===== config.mk =====
export PLATFORM = sky130hd
export DESIGN_NAME = sensor_scan_scheduler
export DESIGN_NICKNAME = d
export VERILOG_FILES = /design/src/rtl/sensor_scan_scheduler_pkg.sv /design/src/rtl/sensor_scan_scheduler_timer.sv /design/src/rtl/sensor_scan_scheduler.sv
export SDC_FILE = /design/constraint.sdc
export NUM_CORES = 1
export LEC_CHECK = 0
export ABC_AREA = 1
export CORE_MARGIN = 2
export CORE_UTILIZATION = 40
export CTS_CLUSTER_SIZE = 14
export DETAILED_ROUTE_END_ITERATION = 16
export PLACE_DENSITY = 0.75
export SETUP_SLACK_MARGIN = 0.05
export SLEW_MARGIN = 30
export SYNTH_ARGS = -nofsm -noshare
export SYNTH_HDL_FRONTEND = slang
export SYNTH_SLANG_ARGS = --single-unit

===== constraint.sdc =====
create_clock -name clk -period 4.46 [get_ports clk]
set_clock_uncertainty 0.2 [all_clocks]
set_input_delay 0.669 -clock clk [delete_from_list [all_inputs] [get_ports clk]]
set_output_delay 0.669 -clock clk [all_outputs]
set_load 0.01 [all_outputs]

===== src/rtl/sensor_scan_scheduler_pkg.sv =====
// Shared types and constants for the three-sensor scan scheduler.
package sensor_scan_pkg;

   localparam int N_SENSORS = 3;
   localparam int IDX_W     = 2;
   localparam int SAT_MAX   = 999;

   localparam logic [IDX_W-1:0] IDX_ZERO = IDX_W'(0);
   localparam logic [IDX_W-1:0] IDX_ONE  = IDX_W'(1);
   localparam logic [IDX_W-1:0] IDX_LAST = IDX_W'(N_SENSORS - 1);

   typedef enum logic [1:0] {
      ST_IDLE = 2'd0,
      ST_TRIG = 2'd1,
      ST_WAIT = 2'd2,
      ST_GAP  = 2'd3
   } scan_state_e;

   function automatic logic [N_SENSORS-1:0] idx_onehot(input logic [IDX_W-1:0] idx);
      idx_onehot = {{(N_SENSORS-1){1'b0}}, 1'b1} << idx;
   endfunction

endpackage


===== src/rtl/sensor_scan_scheduler_timer.sv =====
// Clearable up-counter shared by the response-timeout and settle-gap phases;
// sel_gap picks which terminal count applies.
module scan_timer #(
   parameter int GAP_CYCLES     = 3000000,
   parameter int TIMEOUT_CYCLES = 1500000,
   parameter int CNT_W          = 22
) (
   input  logic clk,
   input  logic reset,
   input  logic clear,
   input  logic sel_gap,
   output logic terminal
);

   logic [CNT_W-1:0] count_r;
   logic [CNT_W-1:0] limit_s;

   // Terminal value for the phase that currently owns the counter
   always_comb begin
      if (sel_gap) begin
         limit_s = CNT_W'(GAP_CYCLES - 1);
      end else begin
         limit_s = CNT_W'(TIMEOUT_CYCLES - 1);
      end
   end

   assign terminal = (count_r == limit_s);

   // Counter; the owner clears it on terminal so it never wraps
   always_ff @(posedge clk or negedge reset) begin
      if (!reset) begin
         count_r <= {CNT_W{1'b0}};
      end else if (clear) begin
         count_r <= {CNT_W{1'b0}};
      end else begin
         count_r <= count_r + CNT_W'(1);
      end
   end

endmodule


===== src/rtl/sensor_scan_scheduler.sv =====
// Round-robin trigger/collect scheduler for three sensors with settle gap and timeout.
// Define SENSOR_SAT_EN to clamp latched values to 999 for the 3-digit display.
module sensor_scan_scheduler
   import sensor_scan_pkg::*;
#(
   parameter int GAP_CYCLES     = 3000000,
   parameter int TIMEOUT_CYCLES = 1500000,
   parameter int DATA_W         = 16
) (
   input  logic                 clk,
   input  logic                 reset,
   input  logic                 enable,
   output logic [N_SENSORS-1:0] start,
   input  logic [N_SENSORS-1:0] done,
   input  logic [DATA_W-1:0]    result1,
   input  logic [DATA_W-1:0]    result2,
   input  logic [DATA_W-1:0]    result3,
   output logic [DATA_W-1:0]    val1,
   output logic [DATA_W-1:0]    val2,
   output logic [DATA_W-1:0]    val3,
   output logic [N_SENSORS-1:0] err,
   output logic [IDX_W-1:0]     active_idx,
   output logic                 busy,
   output logic                 frame_done
);

   localparam int LIM_MAX = (GAP_CYCLES > TIMEOUT_CYCLES) ? GAP_CYCLES : TIMEOUT_CYCLES;
   localparam int CNT_W   = $clog2(LIM_MAX + 1);

   scan_state_e            state_r;
   logic [IDX_W-1:0]       idx_r;
   logic [N_SENSORS-1:0]   start_r;
   logic [N_SENSORS-1:0]   err_r;
   logic [DATA_W-1:0]      val_r [N_SENSORS];
   logic                   busy_r;
   logic                   frame_done_r;
   logic [DATA_W-1:0]      result_s [N_SENSORS];
   logic                   hit_s;
   logic                   clear_s;
   logic                   sel_gap_s;
   logic                   tc_s;

   function automatic logic [DATA_W-1:0] latch_value(input logic [DATA_W-1:0] raw);
`ifdef SENSOR_SAT_EN
      latch_value = (raw > DATA_W'(SAT_MAX)) ? DATA_W'(SAT_MAX) : raw;
`else
      latch_value = raw;
`endif
   endfunction

   assign result_s[0] = result1;
   assign result_s[1] = result2;
   assign result_s[2] = result3;

   scan_timer #(
      .GAP_CYCLES     (GAP_CYCLES),
      .TIMEOUT_CYCLES (TIMEOUT_CYCLES),
      .CNT_W          (CNT_W)
   ) u_timer (
      .clk      (clk),
      .reset    (reset),
      .clear    (clear_s),
      .sel_gap  (sel_gap_s),
      .terminal (tc_s)
   );

   // Timer ownership: only WAIT and GAP count, and each leaves with a cleared timer
   always_comb begin
      sel_gap_s = (state_r == ST_GAP);
      hit_s     = 1'b0;
      clear_s   = 1'b1;
      case (state_r)
         ST_WAIT: begin
            hit_s   = done[idx_r];
            clear_s = done[idx_r] | tc_s;
         end
         ST_GAP: begin
            clear_s = tc_s;
         end
         default: begin
            clear_s = 1'b1;
         end
      endcase
   end

   // Scan FSM with registered trigger, result, flag and status outputs
   always_ff @(posedge clk or negedge reset) begin
      if (!reset) begin
         state_r      <= ST_IDLE;
         idx_r        <= IDX_ZERO;
         start_r      <= {N_SENSORS{1'b0}};
         err_r        <= {N_SENSORS{1'b0}};
         busy_r       <= 1'b0;
         frame_done_r <= 1'b0;
         for (int i = 0; i < N_SENSORS; i++) begin
            val_r[i] <= {DATA_W{1'b0}};
         end
      end else begin
         start_r      <= {N_SENSORS{1'b0}};
         frame_done_r <= 1'b0;
         case (state_r)
            ST_IDLE: begin
               idx_r <= IDX_ZERO;
               if (enable) begin
                  state_r <= ST_TRIG;
                  busy_r  <= 1'b1;
                  start_r <= idx_onehot(IDX_ZERO);
               end else begin
                  state_r <= ST_IDLE;
                  busy_r  <= 1'b0;
               end
            end
            ST_TRIG: begin
               state_r <= ST_WAIT;
            end
            ST_WAIT: begin
               // A done arriving on the timeout cycle still counts as success
               if (hit_s) begin
                  val_r[idx_r] <= latch_value(result_s[idx_r]);
                  err_r[idx_r] <= 1'b0;
                  state_r      <= ST_GAP;
               end else if (tc_s) begin
                  err_r[idx_r] <= 1'b1;
                  state_r      <= ST_GAP;
               end else begin
                  state_r <= ST_WAIT;
               end
            end
            ST_GAP: begin
               if (!tc_s) begin
                  state_r <= ST_GAP;
               end else if (idx_r != IDX_LAST) begin
                  idx_r   <= idx_r + IDX_ONE;
                  state_r <= ST_TRIG;
                  start_r <= idx_onehot(idx_r + IDX_ONE);
               end else begin
                  // enable is only honoured here, so a frame is never cut short
                  frame_done_r <= 1'b1;
                  idx_r        <= IDX_ZERO;
                  if (enable) begin
                     state_r <= ST_TRIG;
                     start_r <= idx_onehot(IDX_ZERO);
                  end else begin
                     state_r <= ST_IDLE;
                     busy_r  <= 1'b0;
                  end
               end
            end
            default: begin
               state_r <= ST_IDLE;
               idx_r   <= IDX_ZERO;
               busy_r  <= 1'b0;
            end
         endcase
      end
   end

   assign start      = start_r;
   assign err        = err_r;
   assign val1       = val_r[0];
   assign val2       = val_r[1];
   assign val3       = val_r[2];
   assign active_idx = idx_r;
   assign busy       = busy_r;
   assign frame_done = frame_done_r;

endmodule

# [Yosys cells after proc, flatten, opt, wreduce, memory -nomap -nowiden]
# Index checks and enable logic that the tools add are counted.
[totals] reg_bits=82 word_cells=76
[op_classes] bitwise=5 n_eq_ne=8 add_sub_neg=2 n_lt_le_gt_ge=4 reduce_logical=9 n_mux=37 shift=1
[op_table] cell="48-bit bitwise mux" n=1
[op_table] cell="16-bit 2-to-1 mux" n=3
[op_table] cell="22-bit 2-to-1 mux" n=2
[op_table] cell="16-bit binary-select mux with 2-bit select" n=1
[op_table] cell="16-bit demux with 2-bit select" n=1
[op_table] cell="22-bit by 1-bit adder with 22-bit output (second input constant)" n=1
[op_table] cell="22-bit equality test" n=1
[op_table] cell="1-bit 2-to-1 mux" n=14
[op_table] cell="3-bit 2-to-1 mux" n=4
[op_table] cell="2-bit 2-to-1 mux" n=4
[op_table] cell="2-bit one-hot mux with 4 select lines" n=1
[op_table] cell="2-bit inequality test (second input constant)" n=3
[op_table] cell="3-bit one-hot mux with 2 select lines" n=1
[op_table] cell="2-bit AND reduction" n=3
[op_table] cell="2-bit equality test (second input constant)" n=2
[op_table] cell="1-bit one-hot mux with 2 select lines" n=2
[op_table] cell="2-bit one-hot mux with 2 select lines" n=1
[op_table] cell="4-bit AND reduction" n=1
[op_table] cell="2-bit nonzero test" n=2
[op_table] cell="3-bit AND" n=1
[op_table] cell="3-bit greater-or-equal comparator (second input constant)" n=1
[op_table] cell="2-bit by 3-bit < comparator with 1-bit output (second input constant)" n=1
[op_table] cell="3-bit by 1-bit < comparator with 1-bit output (second input constant)" n=1
[op_table] cell="2-bit NOT with 3-bit output" n=1
[op_table] cell="other kinds (12)" n=13

# [Longest topological paths before layout]
# Gate-level depths: netlist (run 1).
[logic_depth] word_depth=7 mapped_depth=13 mapped_depth_nobuf=12

# [Modules after synthesis]
# From an unflattened synthesis (run 1), not the netlist that was laid out.
[unflattened] cells_unflattened=541 hier_area_um2=4265.3
[by_module_without_submodules] mod="sensor_scan_scheduler" instances=1 cells_each=350 area_per_inst_um2=2925.3
[by_module_without_submodules] mod="scan_timer" instances=1 cells_each=191 area_per_inst_um2=1340.0

# [Worst setup path before layout (run 1)]
# OpenSTA, ideal clock, no wires.
[synth_path] path_kind="in2reg" from="input port done[0]" to="register val_r, in the netlist val1[10]" slack_ns=2.582 required_time_ns=4.135 arrival_ns=1.553 setup_ns=0.125 path_stages=6 path_buffers=1 path_cell_list="nand2_1 > nand3_4 > nand2_4 > nor2_8 > buf_12 > mux2_4"
[synth_between] elab_chain_cells=4
[synth_lines] item="start: declaration" line_no="sensor_scan_scheduler.sv:14" source="input logic [N_SENSORS-1:0] done,"
[synth_lines] item="1-bit binary-select mux with 2-bit select" line_no="sensor_scan_scheduler.sv:74" source="hit_s = done[idx_r];"
[synth_lines] item="1-bit 2-to-1 mux (not written as such)" line_no="sensor_scan_scheduler.sv:74"
[synth_lines] item="1-bit 2-to-1 mux" line_no="sensor_scan_scheduler.sv:72" source="case (state_r)"
[synth_lines] item="2-bit AND reduction (no source line)"
[synth_lines] item="end signal: indexed assignment" line_no="sensor_scan_scheduler.sv:96" source="val_r[i] <= {DATA_W{1'b0}};"
[synth_lines] item="end signal: indexed assignment" line_no="sensor_scan_scheduler.sv:119" source="val_r[idx_r] <= latch_value(result_s[idx_r]);"
[synth_lines] item="end: declaration" line_no="sensor_scan_scheduler.sv:34" source="logic [DATA_W-1:0] val_r [N_SENSORS];"
# Every way passes these cells. The select of a mux whose other input is x is not followed.
# A chain may end at the register's enable or synchronous reset.

# [Worst setup path after layout (run 1)]
[layout_path] from="register state_r[1]" to="register u_timer.count_r[18]"
[layout_between] elab_chain_cells=6 elab_cells_between_ends=7 classes_between="eq/ne: 3; mux: 3; bitwise: 1"
[layout_lines] item="start: declaration" line_no="sensor_scan_scheduler.sv:30" source="scan_state_e state_r;"
[layout_lines] item="start signal: assignment" line_no="sensor_scan_scheduler.sv:89" source="state_r <= ST_IDLE;"
[layout_lines] item="start signal: assignment" line_no="sensor_scan_scheduler.sv:105" source="state_r <= ST_TRIG;"
[layout_lines] item="start signal: assignment" line_no="sensor_scan_scheduler.sv:109" source="state_r <= ST_IDLE;"
[layout_lines] item="2-bit equality test" line_no="sensor_scan_scheduler.sv:69, sensor_scan_scheduler.sv:72"
[layout_lines] item="22-bit 2-to-1 mux" line_no="sensor_scan_scheduler_timer.sv:20" source="if (sel_gap) begin"
[layout_lines] item="22-bit equality test" line_no="sensor_scan_scheduler_timer.sv:27" source="assign terminal = (count_r == limit_s);"
[layout_lines] item="1-bit bitwise OR" line_no="sensor_scan_scheduler.sv:75" source="clear_s = done[idx_r] | tc_s;"
[layout_lines] item="1-bit one-hot mux with 2 select lines (*)" line_no="sensor_scan_scheduler.sv:72"
[layout_lines] item="22-bit 2-to-1 mux (*)" line_no="sensor_scan_scheduler_timer.sv:33" source="end else if (clear) begin"
[layout_lines] item="end signal: assignment" line_no="sensor_scan_scheduler_timer.sv:32" source="count_r <= {CNT_W{1'b0}};"
[layout_lines] item="end signal: assignment" line_no="sensor_scan_scheduler_timer.sv:34" source="count_r <= {CNT_W{1'b0}};"
[layout_lines] item="end signal: assignment" line_no="sensor_scan_scheduler_timer.sv:36" source="count_r <= count_r + CNT_W'(1);"
[layout_lines] item="end: declaration" line_no="sensor_scan_scheduler_timer.sv:15" source="logic [CNT_W-1:0] count_r;"
# Mark *: on every way between the ends. The rest lies on a longest branch, timed or not.

==> impl_metrics.env, run 1 <==
export IMPL_drt_iter0_drc=292
export IMPL_yosys_register_bits=82
export IMPL_hpwlAfterDp_um=7800
export IMPL_grt_overflow=0
export IMPL_synthSimpleGateAreaFrac=0.282
export IMPL_setup_ws_ns=1.66
export IMPL_yosysTopAreaCell="dfrtp_1"
export IMPL_grt_pass1_vias=3606
export IMPL_cts_sinks=82
export IMPL_clk_path_buf_depth=2
export IMPL_cts_setup_buffers=0
export IMPL_fmax_mhz=357
export IMPL_cts_tree="done"
export IMPL_die_w_um=108
export IMPL_finalPower_w=0.00319
export IMPL_ctsResizeCount=0
export IMPL_grt_max_degree=83
export IMPL_grtUsageTotal=0.194
export IMPL_power_density_nw_per_um2=559
export IMPL_start_kind="register"
export IMPL_hold_path_class="input port to async pin"
export IMPL_synth_top_family_by_area="simple AND/OR/NAND/NOR gates"
export IMPL_dieHeight_um=108
export IMPL_num_io_pins=112
export IMPL_final_hold_viol_count=0
export IMPL_critical_path_class="register to register"
export IMPL_dp_cells=713
export IMPL_syn_to_final_growth_pct=31.9
export IMPL_syn_nets=539
export IMPL_fin_crit_ns=2.80
export IMPL_firstDrtPassIters=4
export IMPL_critPathMaxFanout=22
export IMPL_worstPathRequired_ns=4.46
export IMPL_synth_area_top_cells="dfrtp_1 (47%), nand2_1 (13%), mux2_4 (6.3%), nor2_1 (3.9%), mux2_2 (3.6%)"
export IMPL_antenna_found_initial=0
export IMPL_core_area_um2=10400
export IMPL_ir_drop_mv=0.310
export IMPL_leakagePower_nw=2.53
export IMPL_num_rows=37
export IMPL_timing_rr_start="state_r[1]$_DFF_PN0_"
export IMPL_relSlewSlack=0.498
export IMPL_cts_buffers=9
export IMPL_cap_viol_max_count=0
export IMPL_layout_drive_gt1_share=0.135
export IMPL_drcViolationCount=0
export IMPL_multi_input_area_um2=1990
export IMPL_synth_xor_xnor_area_share=0.0243
export IMPL_nNetsFinal=646
export IMPL_cts_hold_buf=0
export IMPL_end_kind="register"
export IMPL_final_instance_count_excl_fill=729
export IMPL_tightest_slew_ns=0.754
export IMPL_ant_nets=0
export IMPL_grt_pass1_wl_um=17800
export IMPL_ys_seq_area_frac=0.475
export IMPL_die_area_um2=11700
export IMPL_initial_core_util=0.415
export IMPL_netlist_area_um2=4320
export IMPL_synth_compound_area_share=0.0414
export IMPL_setup_viol=0
export IMPL_vias=3625
export IMPL_setup_tns_ns=0
export IMPL_regArea_um2=2050
export IMPL_synth_cell_types=36
export IMPL_portBuffers=111
export IMPL_wl_per_cell_um=14.9
export IMPL_holdWs_ns=0.148
export IMPL_num_antenna_cells=0
export IMPL_clk_latency_ns=0.35
export IMPL_vias_per_cell=4.97
export IMPL_yosys_area_top_type_share=0.475
export IMPL_crit_start="state_r[1]$_DFF_PN0_"
export IMPL_rsz0062_at_grt="false"
export IMPL_reg2regPathDepth=8
export IMPL_routed_wl_um=10900
export IMPL_htree_levels=3
export IMPL_cp_data_arrival_time_ns=2.80
export IMPL_slew_violations=0
export IMPL_yosys_warnings=0
export IMPL_postSynthAreaPerCell_um2=8.98
export IMPL_synthCells=481
export IMPL_gp_congestion=0.863
export IMPL_status="finished clean"
export IMPL_fillers=946
export IMPL_min_period_over_period=0.628
export IMPL_root_buffer="clkbuf_8"
export IMPL_synthMuxAreaShare=0.0990
export IMPL_synthAdderAreaFrac=0.0116
export IMPL_clk_pin_slew_ns=0.08
export IMPL_dp_slack_ns=1.69
## Yosys cell counts
library cell	instances
a21boi_2	1
a21oi_1	8
a22oi_1	12
buf_12	2
buf_2	8
buf_4	3
buf_6	3
clkbuf_1	2
clkinv_1	1
dfrtp_1	82
ha_1	4
inv_1	34
inv_2	4
mux2_2	14
mux2_4	18
nand2_1	152
nand2_2	3
nand2_4	1
nand3_1	29
nand3_4	2
nand3b_1	3
nand4_1	7
nor2_1	45
nor2_2	9
nor2_4	1
nor2_8	2
nor3_1	7
nor3_2	3
nor3_4	1
nor4_1	1
o211ai_2	1
o21ai_0	2
o21ai_1	3
or2_1	1
xnor2_1	1
xor2_1	11
## power breakdown
part           internal, W  switching (W)  leakage, nW
Clock             0.000280       0.000283       0.0999
Combinational     0.000773       0.000728         1.36
Sequential        0.000979       0.000143         1.08
## cell usage in the layout (no fill, tap or decap), types with 2 or more instances in the layout
| master | instances |
|---|---|
| buf_4 | 3 |
| nand3_1 | 29 |
| mux2_4 | 18 |
| nor2_8 | 2 |
| inv_6 | 3 |
| dfrtp_1 | 82 |
| xor2_1 | 11 |
| inv_2 | 4 |
| nand2_1 | 152 |
| nand3b_1 | 3 |
| ha_1 | 4 |
| nor3_2 | 3 |
| o21ai_0 | 2 |
| a22oi_1 | 12 |
| nor3_1 | 7 |
| o21ai_1 | 3 |
| inv_1 | 34 |
| a21oi_1 | 8 |
| clkbuf_8 | 10 |
| clkinvlp_4 | 2 |
| clkdlybuf4s50_1 | 110 |
| nand4_1 | 7 |
| nand3_4 | 2 |
| nor2_2 | 9 |
| nand2_2 | 3 |
| mux2_2 | 14 |
| nor2_1 | 45 |
## area by class of cell
cell class,instances,share of cell area
Sequential cell,82,0.360
Multi-Input combinational cell,342,0.349
Timing Repair Buffer,114,0.199
Tap cell,136,0.0299
Inverter,39,0.0257
Clock buffer,10,0.0241
Clock inverter,6,0.0125
## final timing paths
check | slack, ns | to
max in group asynchronous | 3.40 | async pin
setup / recovery | 1.66 | u_timer.count_r[18]$_DFF_PN0_
setup reg to reg | 1.66 | u_timer.count_r[18]$_DFF_PN0_
hold / removal | 0.15 | u_timer.count_r[14]$_DFF_PN0_
hold reg to reg | 0.29 | busy$_DFFE_PN0P_
min in group clk | 0.29 | busy$_DFFE_PN0P_
## routing by layer
layer	track usage	share of wire
met5	0	0
met4	0.0723	0.017
met3	0.0289	0.040
met2	0.334	0.52
met1	0.248	0.43
## stage by stage
step,area [um^2],util
2_1_floorplan,4320,-
3_3_place_gp,5480,0.526
6_report,5700,0.547
5_1_grt,5700,0.547
4_1_cts,5700,0.547
3_5_place_dp,5490,0.527
## worst max-delay path, stage by stage, from the launching register on
cell,delay (ns)
dfrtp_1,0.39
ha_1,0.66
inv_1,0.40
nor2_1,0.18
nand3b_1,0.10
a21boi_2,0.17
nand2_1,0.13
o211ai_4,0.31
nor2_1,0.11
## state kept, by name (all words and copies together), names as in the netlist, named ones only
register and flops:
val2 16, val3 16, frame_done 1, u_timer.count_r 22
start 3, state_r 2, active_idx 2, busy 1
val1 16
## cells by family (layout without fill, tap and decap cells)
family / Yosys count / count (layout)
xor+xnor: 12 / 12
buf+inv: 57 / 169
mux: 32 / 32
flops: 82 / 82
fa+ha+maj: 4 / 4
simple gates: 267 / 267
compound gates: 27 / 27
Note: power is estimated with default switching activity, not from simulation.
==> inputs of run 2 (changes only) <==
PLACE_DENSITY = 0.77   (was 0.75)
clock period = 2.5 ns   (was 4.46 ns; I/O delays follow)
==> impl_metrics.env, run 2 (same netlist as run 1, synthesis figures left out) <==
export IMPL_final_util=0.552
export IMPL_leakagePower_nw=2.57
export IMPL_ctsResizeCount=0
export IMPL_layout_drive_gt1_share=0.145
export IMPL_nNetsFinal=655
export IMPL_p_comb_frac=0.489
export IMPL_critical_path_class="register to register"
export IMPL_slew_violations=0
export IMPL_final_common_cell="nand2_1"
export IMPL_p_switching_w=0.00210
export IMPL_htree_levels=3
export IMPL_fillers=947
export IMPL_p_int_w=0.00357
export IMPL_slowest_delay_ns=0.41
export IMPL_vias_per_cell=4.90
export IMPL_drcViolationCount=0
export IMPL_grtUsageTotal=0.198
export IMPL_min_period_over_period=0.865
export IMPL_status="finished clean"
export IMPL_netSwitchingFraction=0.370
export IMPL_cts_tree="done"
export IMPL_final_hold_viol_count=0
export IMPL_hold_path_class="register to register"
export IMPL_largest_register_ffs=22
export IMPL_wl_per_cell_um=15.0
export IMPL_syn_to_final_growth_pct=33.1
export IMPL_routed_wl_um=11100
export IMPL_vias=3617
export IMPL_start_kind="register"
export IMPL_grt_pass1_vias=3637
export IMPL_final_instance_count_excl_fill=738
export IMPL_grt_max_degree=47
export IMPL_dp_cells=721
export IMPL_setup_tns_ns=0
export IMPL_power_density_nw_per_um2=985
export IMPL_die_w_um=108
export IMPL_tightest_slew_ns=0.481
export IMPL_rsz0062_at_grt="false"
export IMPL_die_area_um2=11700
export IMPL_num_antenna_cells=0
export IMPL_seqPwrFrac=0.356
export IMPL_cp_data_arrival_time_ns=2.19
export IMPL_hpwlAfterDp_um=8300
export IMPL_top_register="u_timer.count_r"
export IMPL_dieHeight_um=108
export IMPL_fin_crit_ns=2.16
export IMPL_initial_core_util=0.415
export IMPL_critPathMaxFanout=19
export IMPL_fmax_mhz=463
export IMPL_end_kind="register"
export IMPL_grt_pass1_wl_um=18100
export IMPL_gp_congestion=0.900
export IMPL_cap_viol_max_count=0
export IMPL_clk_pin_slew_ns=0.09
export IMPL_path_cells="ha_1 > buf_4 > o21ai_1 > nand3_1 > nor2_2 > nand2_1 > o211ai_2 > buf_12 > nor3_1"
export IMPL_setup_viol=0
export IMPL_clk_latency_ns=0.35
export IMPL_most_common_layout_cells="nand2_1 (152), clkdlybuf4s50_1 (110), dfrtp_1 (82), nor2_1 (45), inv_1 (34)"
export IMPL_clkPwrFrac=0.154
export IMPL_ant_nets=0
export IMPL_num_io_pins=112
export IMPL_worstPathRequired_ns=2.53
export IMPL_cts_sinks=82
export IMPL_root_buffer="clkbuf_8"
export IMPL_grt_overflow=0
export IMPL_clk_path_buf_depth=2
export IMPL_crit_slowest_cell="dfrtp_1"
export IMPL_ir_drop_mv=0.495
export IMPL_core_area_um2=10400
export IMPL_num_rows=37
export IMPL_antenna_found_initial=0
export IMPL_portBuffers=111
export IMPL_firstDrtPassIters=4
export IMPL_cts_buffers=9
export IMPL_drt_iter0_drc=221
export IMPL_relSlewSlack=0.679
[run 2: final timing paths]
path / startpoint / to / slack, ns / depth (start not counted)
setup / recovery: state_r[1]$_DFF_PN0_ / u_timer.count_r[6]$_DFF_PN0_ / 0.34 / 9
hold / removal: val3[10]$_DFFE_PN0P_ / val3[10]$_DFFE_PN0P_ / 0.29 / 2
setup reg to reg: state_r[1]$_DFF_PN0_ / u_timer.count_r[6]$_DFF_PN0_ / 0.34 / 9
hold reg to reg: val3[10]$_DFFE_PN0P_ / val3[10]$_DFFE_PN0P_ / 0.29 / 2
max in group asynchronous: reset / val1[10]$_DFFE_PN0P_ / 1.18 / 3
min in group asynchronous: reset / u_timer.count_r[0]$_DFF_PN0_ / 0.32 / 2
[run 2: final cells by class]
| cell class | instances | area (um^2) | share of cell area |
|---|---|---|---|
| timing repair buffer | 123 | 1230 | 0.213 |
| clock inverter | 6 | 50.0 | 0.00870 |
| sequential | 82 | 2050 | 0.357 |
| multi-input combinational | 342 | 1980 | 0.344 |
| clock buffer | 10 | 128 | 0.0222 |
| tap | 136 | 170 | 0.0296 |
| inverter | 39 | 146 | 0.0255 |
[run 2: layer usage]
layer / track usage / up-vias / share of wire
met5: 0 / - / 0
met4: 0.0495 / 0 / 0.0082
met3: 0.0307 / 7 / 0.037
met2: 0.333 / 87 / 0.51
met1: 0.268 / 1751 / 0.45
li1: - / 1772 / -
[run 2: per-stage QoR]
step	total power, W	instance area, um^2	setup slack, ns	hold WS [ns]
finish	0.00566	5750	0.338	0.288
global route	0.00602	5750	0.162	0.322
CTS	0.00570	5750	0.331	0.290
detailed placement	0.00482	5560	0.247	0.170
global placement	0.00474	5560	0.295	0.165
floorplan	0.00357	4320	0.674	-0.121
[run 2: power groups by stage]
stage | combinational (W) | clock [W] | sequential, W
4_1_cts | 0.00280 | 0.000889 | 0.00202
6_report | 0.00277 | 0.000874 | 0.00202
3_3_place_gp | 0.00272 | 0 | 0.00202
3_5_place_dp | 0.00279 | 0 | 0.00203
2_1_floorplan | 0.00140 | 0 | 0.00217
5_1_grt | 0.00301 | 0.000942 | 0.00207
[run 2: worst max-delay path, delay by kind of cell, from the launching register on]
kind                     cells  cell delay [ns]
AND/OR/NAND/NOR              4             0.44
buffers and inverters        2             0.42
adder cells (fa/ha/maj)      1             0.20
flip-flops                   1             0.41
AO/OA/AOI/OAI                2             0.36
[run 2: repair_timing]
action,CTS,global route
endpoints found under the hold margin,36,0
setup buffers,0,0
hold buffers,1,0
==> inputs of run 3 (changes only) <==
RECOVER_POWER = 100   (was unset)
SYNTH_HIERARCHICAL = 1   (was unset)
==> impl_metrics.env, run 3 <==
export IMPL_end_kind="register"
export IMPL_netlist_area_um2=4270
export IMPL_ir_drop_mv=0.368
export IMPL_die_w_um=107
export IMPL_yosysTopAreaCell="dfrtp_1"
export IMPL_root_buffer="clkbuf_8"
export IMPL_setup_tns_ns=0
export IMPL_design_area_um2=5700
export IMPL_num_antenna_cells=0
export IMPL_hold_path_class="register to register"
export IMPL_drcViolationCount=0
export IMPL_setup_viol=0
export IMPL_num_rows=37
export IMPL_syn_nets=599
export IMPL_slowest_delay_ns=0.40
export IMPL_die_area_um2=11500
export IMPL_cap_viol_max_count=0
export IMPL_synth_edf_count=0
export IMPL_crit_start="state_r[1]$_DFF_PN0_"
export IMPL_wl_per_cell_um=15.5
export IMPL_cp_data_arrival_time_ns=2.39
export IMPL_dp_slack_ns=0.165
export IMPL_initial_core_util=0.413
export IMPL_nNetsFinal=714
export IMPL_yosysMostFrequentCell="nand2_1"
export IMPL_clk_pin_slew_ns=0.09
export IMPL_timing_rr_start="state_r[1]$_DFF_PN0_"
export IMPL_fin_crit_ns=2.35
export IMPL_yosys_register_bits=82
export IMPL_dieHeight_um=107
export IMPL_cts_tree="done"
export IMPL_portBuffers=111
export IMPL_num_io_pins=112
export IMPL_drt_iter0_drc=277
export IMPL_slew_violations=0
export IMPL_synth_ff_type="dfrtp_1"
export IMPL_ys_async_sr_fraction=1.00
export IMPL_final_common_cell="nand2_1"
export IMPL_yosys_area_top_type_share=0.481
export IMPL_dpl_cell_area_um2=5500
export IMPL_final_util=0.552
export IMPL_setup_ws_ns=0.147
export IMPL_relSlewSlack=0.403
export IMPL_core_area_um2=10300
export IMPL_min_period_over_period=0.941
export IMPL_grt_overflow=0
export IMPL_ant_nets=0
export IMPL_htree_levels=3
export IMPL_largest_register_ffs=22
export IMPL_ys_seq_area_frac=0.481
export IMPL_routed_wl_um=12300
export IMPL_tightest_slew_ns=0.895
export IMPL_layout_drive_gt1_share=0.0893
export IMPL_power_density_nw_per_um2=639
export IMPL_cts_sinks=82
export IMPL_rsz0062_at_grt="false"
export IMPL_path_cells="ha_1 > nand2_1 > nor3_1 > nand3_1 > nand2_1 > nand2_1 > nor2_2 > inv_1 > o211ai_1 > clkinvlp_4 > buf_4 > nand2_1 > a21oi_1"
export IMPL_leakagePower_nw=2.82
export IMPL_hpwlAfterDp_um=8920
export IMPL_start_kind="register"
export IMPL_most_common_layout_cells="nand2_1 (188), dfrtp_1 (81), nand3_1 (60), dlygate4sd3_1 (58), clkdlybuf4s50_1 (53)"
export IMPL_vias=4203
export IMPL_status="finished clean"
export IMPL_antenna_found_initial=0
export IMPL_crit_slowest_cell="dfrtp_1"
export IMPL_grt_pass1_vias=4025
export IMPL_hp_start="u_timer/count_r[0]$_DFF_PN0_"
export IMPL_top_register="u_timer/count_r"
export IMPL_final_hold_viol_count=0
export IMPL_grtUsageTotal=0.216
export IMPL_cp_top_family="simple AND/OR/NAND/NOR gates"
export IMPL_cts_buffers=9
export IMPL_firstDrtPassIters=5
export IMPL_worstPathRequired_ns=2.54
export IMPL_worst_path_buf_inv=3
export IMPL_gp_congestion=0.902
export IMPL_grt_pass1_wl_um=19800
export IMPL_grt_max_degree=49
export IMPL_synthCells=541
export IMPL_synth_cells_most_frequent="nand2_1 (188), dfrtp_1 (82), nand3_1 (60)"
export IMPL_cp_common_cell="nand2_1"
export IMPL_yosys_warnings=6
export IMPL_fillers=927
export IMPL_synth_area_top_cells="dfrtp_1 (48%), nand2_1 (17%), nand3_1 (7.0%), nand4_1 (5.6%), nor2_1 (3.6%)"
export IMPL_postSynthAreaPerCell_um2=7.88
export IMPL_finalPower_w=0.00364
export IMPL_clk_path_buf_depth=2
export IMPL_critical_path_class="register to register"
export IMPL_fmax_mhz=425
export IMPL_synth_cell_types=31
export IMPL_vias_per_cell=5.27
export IMPL_critPathMaxFanout=8
export IMPL_clk_latency_ns=0.35
export IMPL_syn_to_final_growth_pct=33.5
## run 3: path summary, 6_finish.rpt
path / endpoint / slack [ns] / cells past startpoint
setup / recovery: u_timer/count_r[11]$_DFF_PN0_ / 0.15 / 13
max in group asynchronous: u_timer/count_r[8]$_DFF_PN0_ / 0.35 / 3
hold reg to reg: u_timer/count_r[0]$_DFF_PN0_ / 0.26 / 1
hold / removal: u_timer/count_r[0]$_DFF_PN0_ / 0.26 / 1
setup reg to reg: u_timer/count_r[11]$_DFF_PN0_ / 0.15 / 13
min in group asynchronous: val3[3]$_DFFE_PN0P_ / 0.46 / 2
## run 3: what timing repair did
| item | 4_1_cts | 5_1_grt |
|---|---|---|
| hold endpoints to repair | 34 | 0 |
| setup buffers | 0 | 2 |
| gates resized for setup | 0 | 9 |
| hold buffers | 1 | 0 |
| setup endpoints to repair | 0 | 18 |
## run 3: routing by layer
layer | global-route usage | wire length, um | vias to the layer above
met4 | 0.0724 | 236 | 0
met5 | 0 | 0 | -
met3 | 0.0321 | 816 | 21
li1 | - | - | 2006
met1 | 0.292 | 5260 | 2010
met2 | 0.358 | 6010 | 166
## run 3: where the power goes
group	internal [W]	switching (W)
clock network	0.000372	0.000513
registers	0.00149	0.0000931
logic	0.000490	0.000684
total	0.00235	0.00129
## run 3: through the flow
| step | hold slack [ns] | cells |
|---|---|---|
| after floorplan | -0.121 | 541 |
| after global placement | 0.157 | 777 |
| after detailed placement | 0.165 | 777 |
| after CTS | 0.260 | 794 |
| after global routing | 0.281 | 797 |
| final | 0.264 | 797 |
## run 3: kinds of logic after synthesis
logic type / after synthesis / share of synthesized area
and+or+nand+nor: 359 / 0.393
DFF: 82 / 0.481
adders and majority gates: 4 / 0.0117
AOI/OAI and AO/OA: 32 / 0.0405
xor gates and xnor gates: 1 / 0.00205
buffers and inverters: 63 / 0.0713
## run 3: final cells by class
class	instances	area, um^2	area share
sequential	82	2050	0.361
multi-input combinational	396	1910	0.336
timing repair buffer	128	1230	0.216
tap	136	170	0.0299
inverter	38	143	0.0250
clock buffer	10	128	0.0224
clock inverter	6	50.0	0.00879
timing repair inverter	1	7.51	0.00132
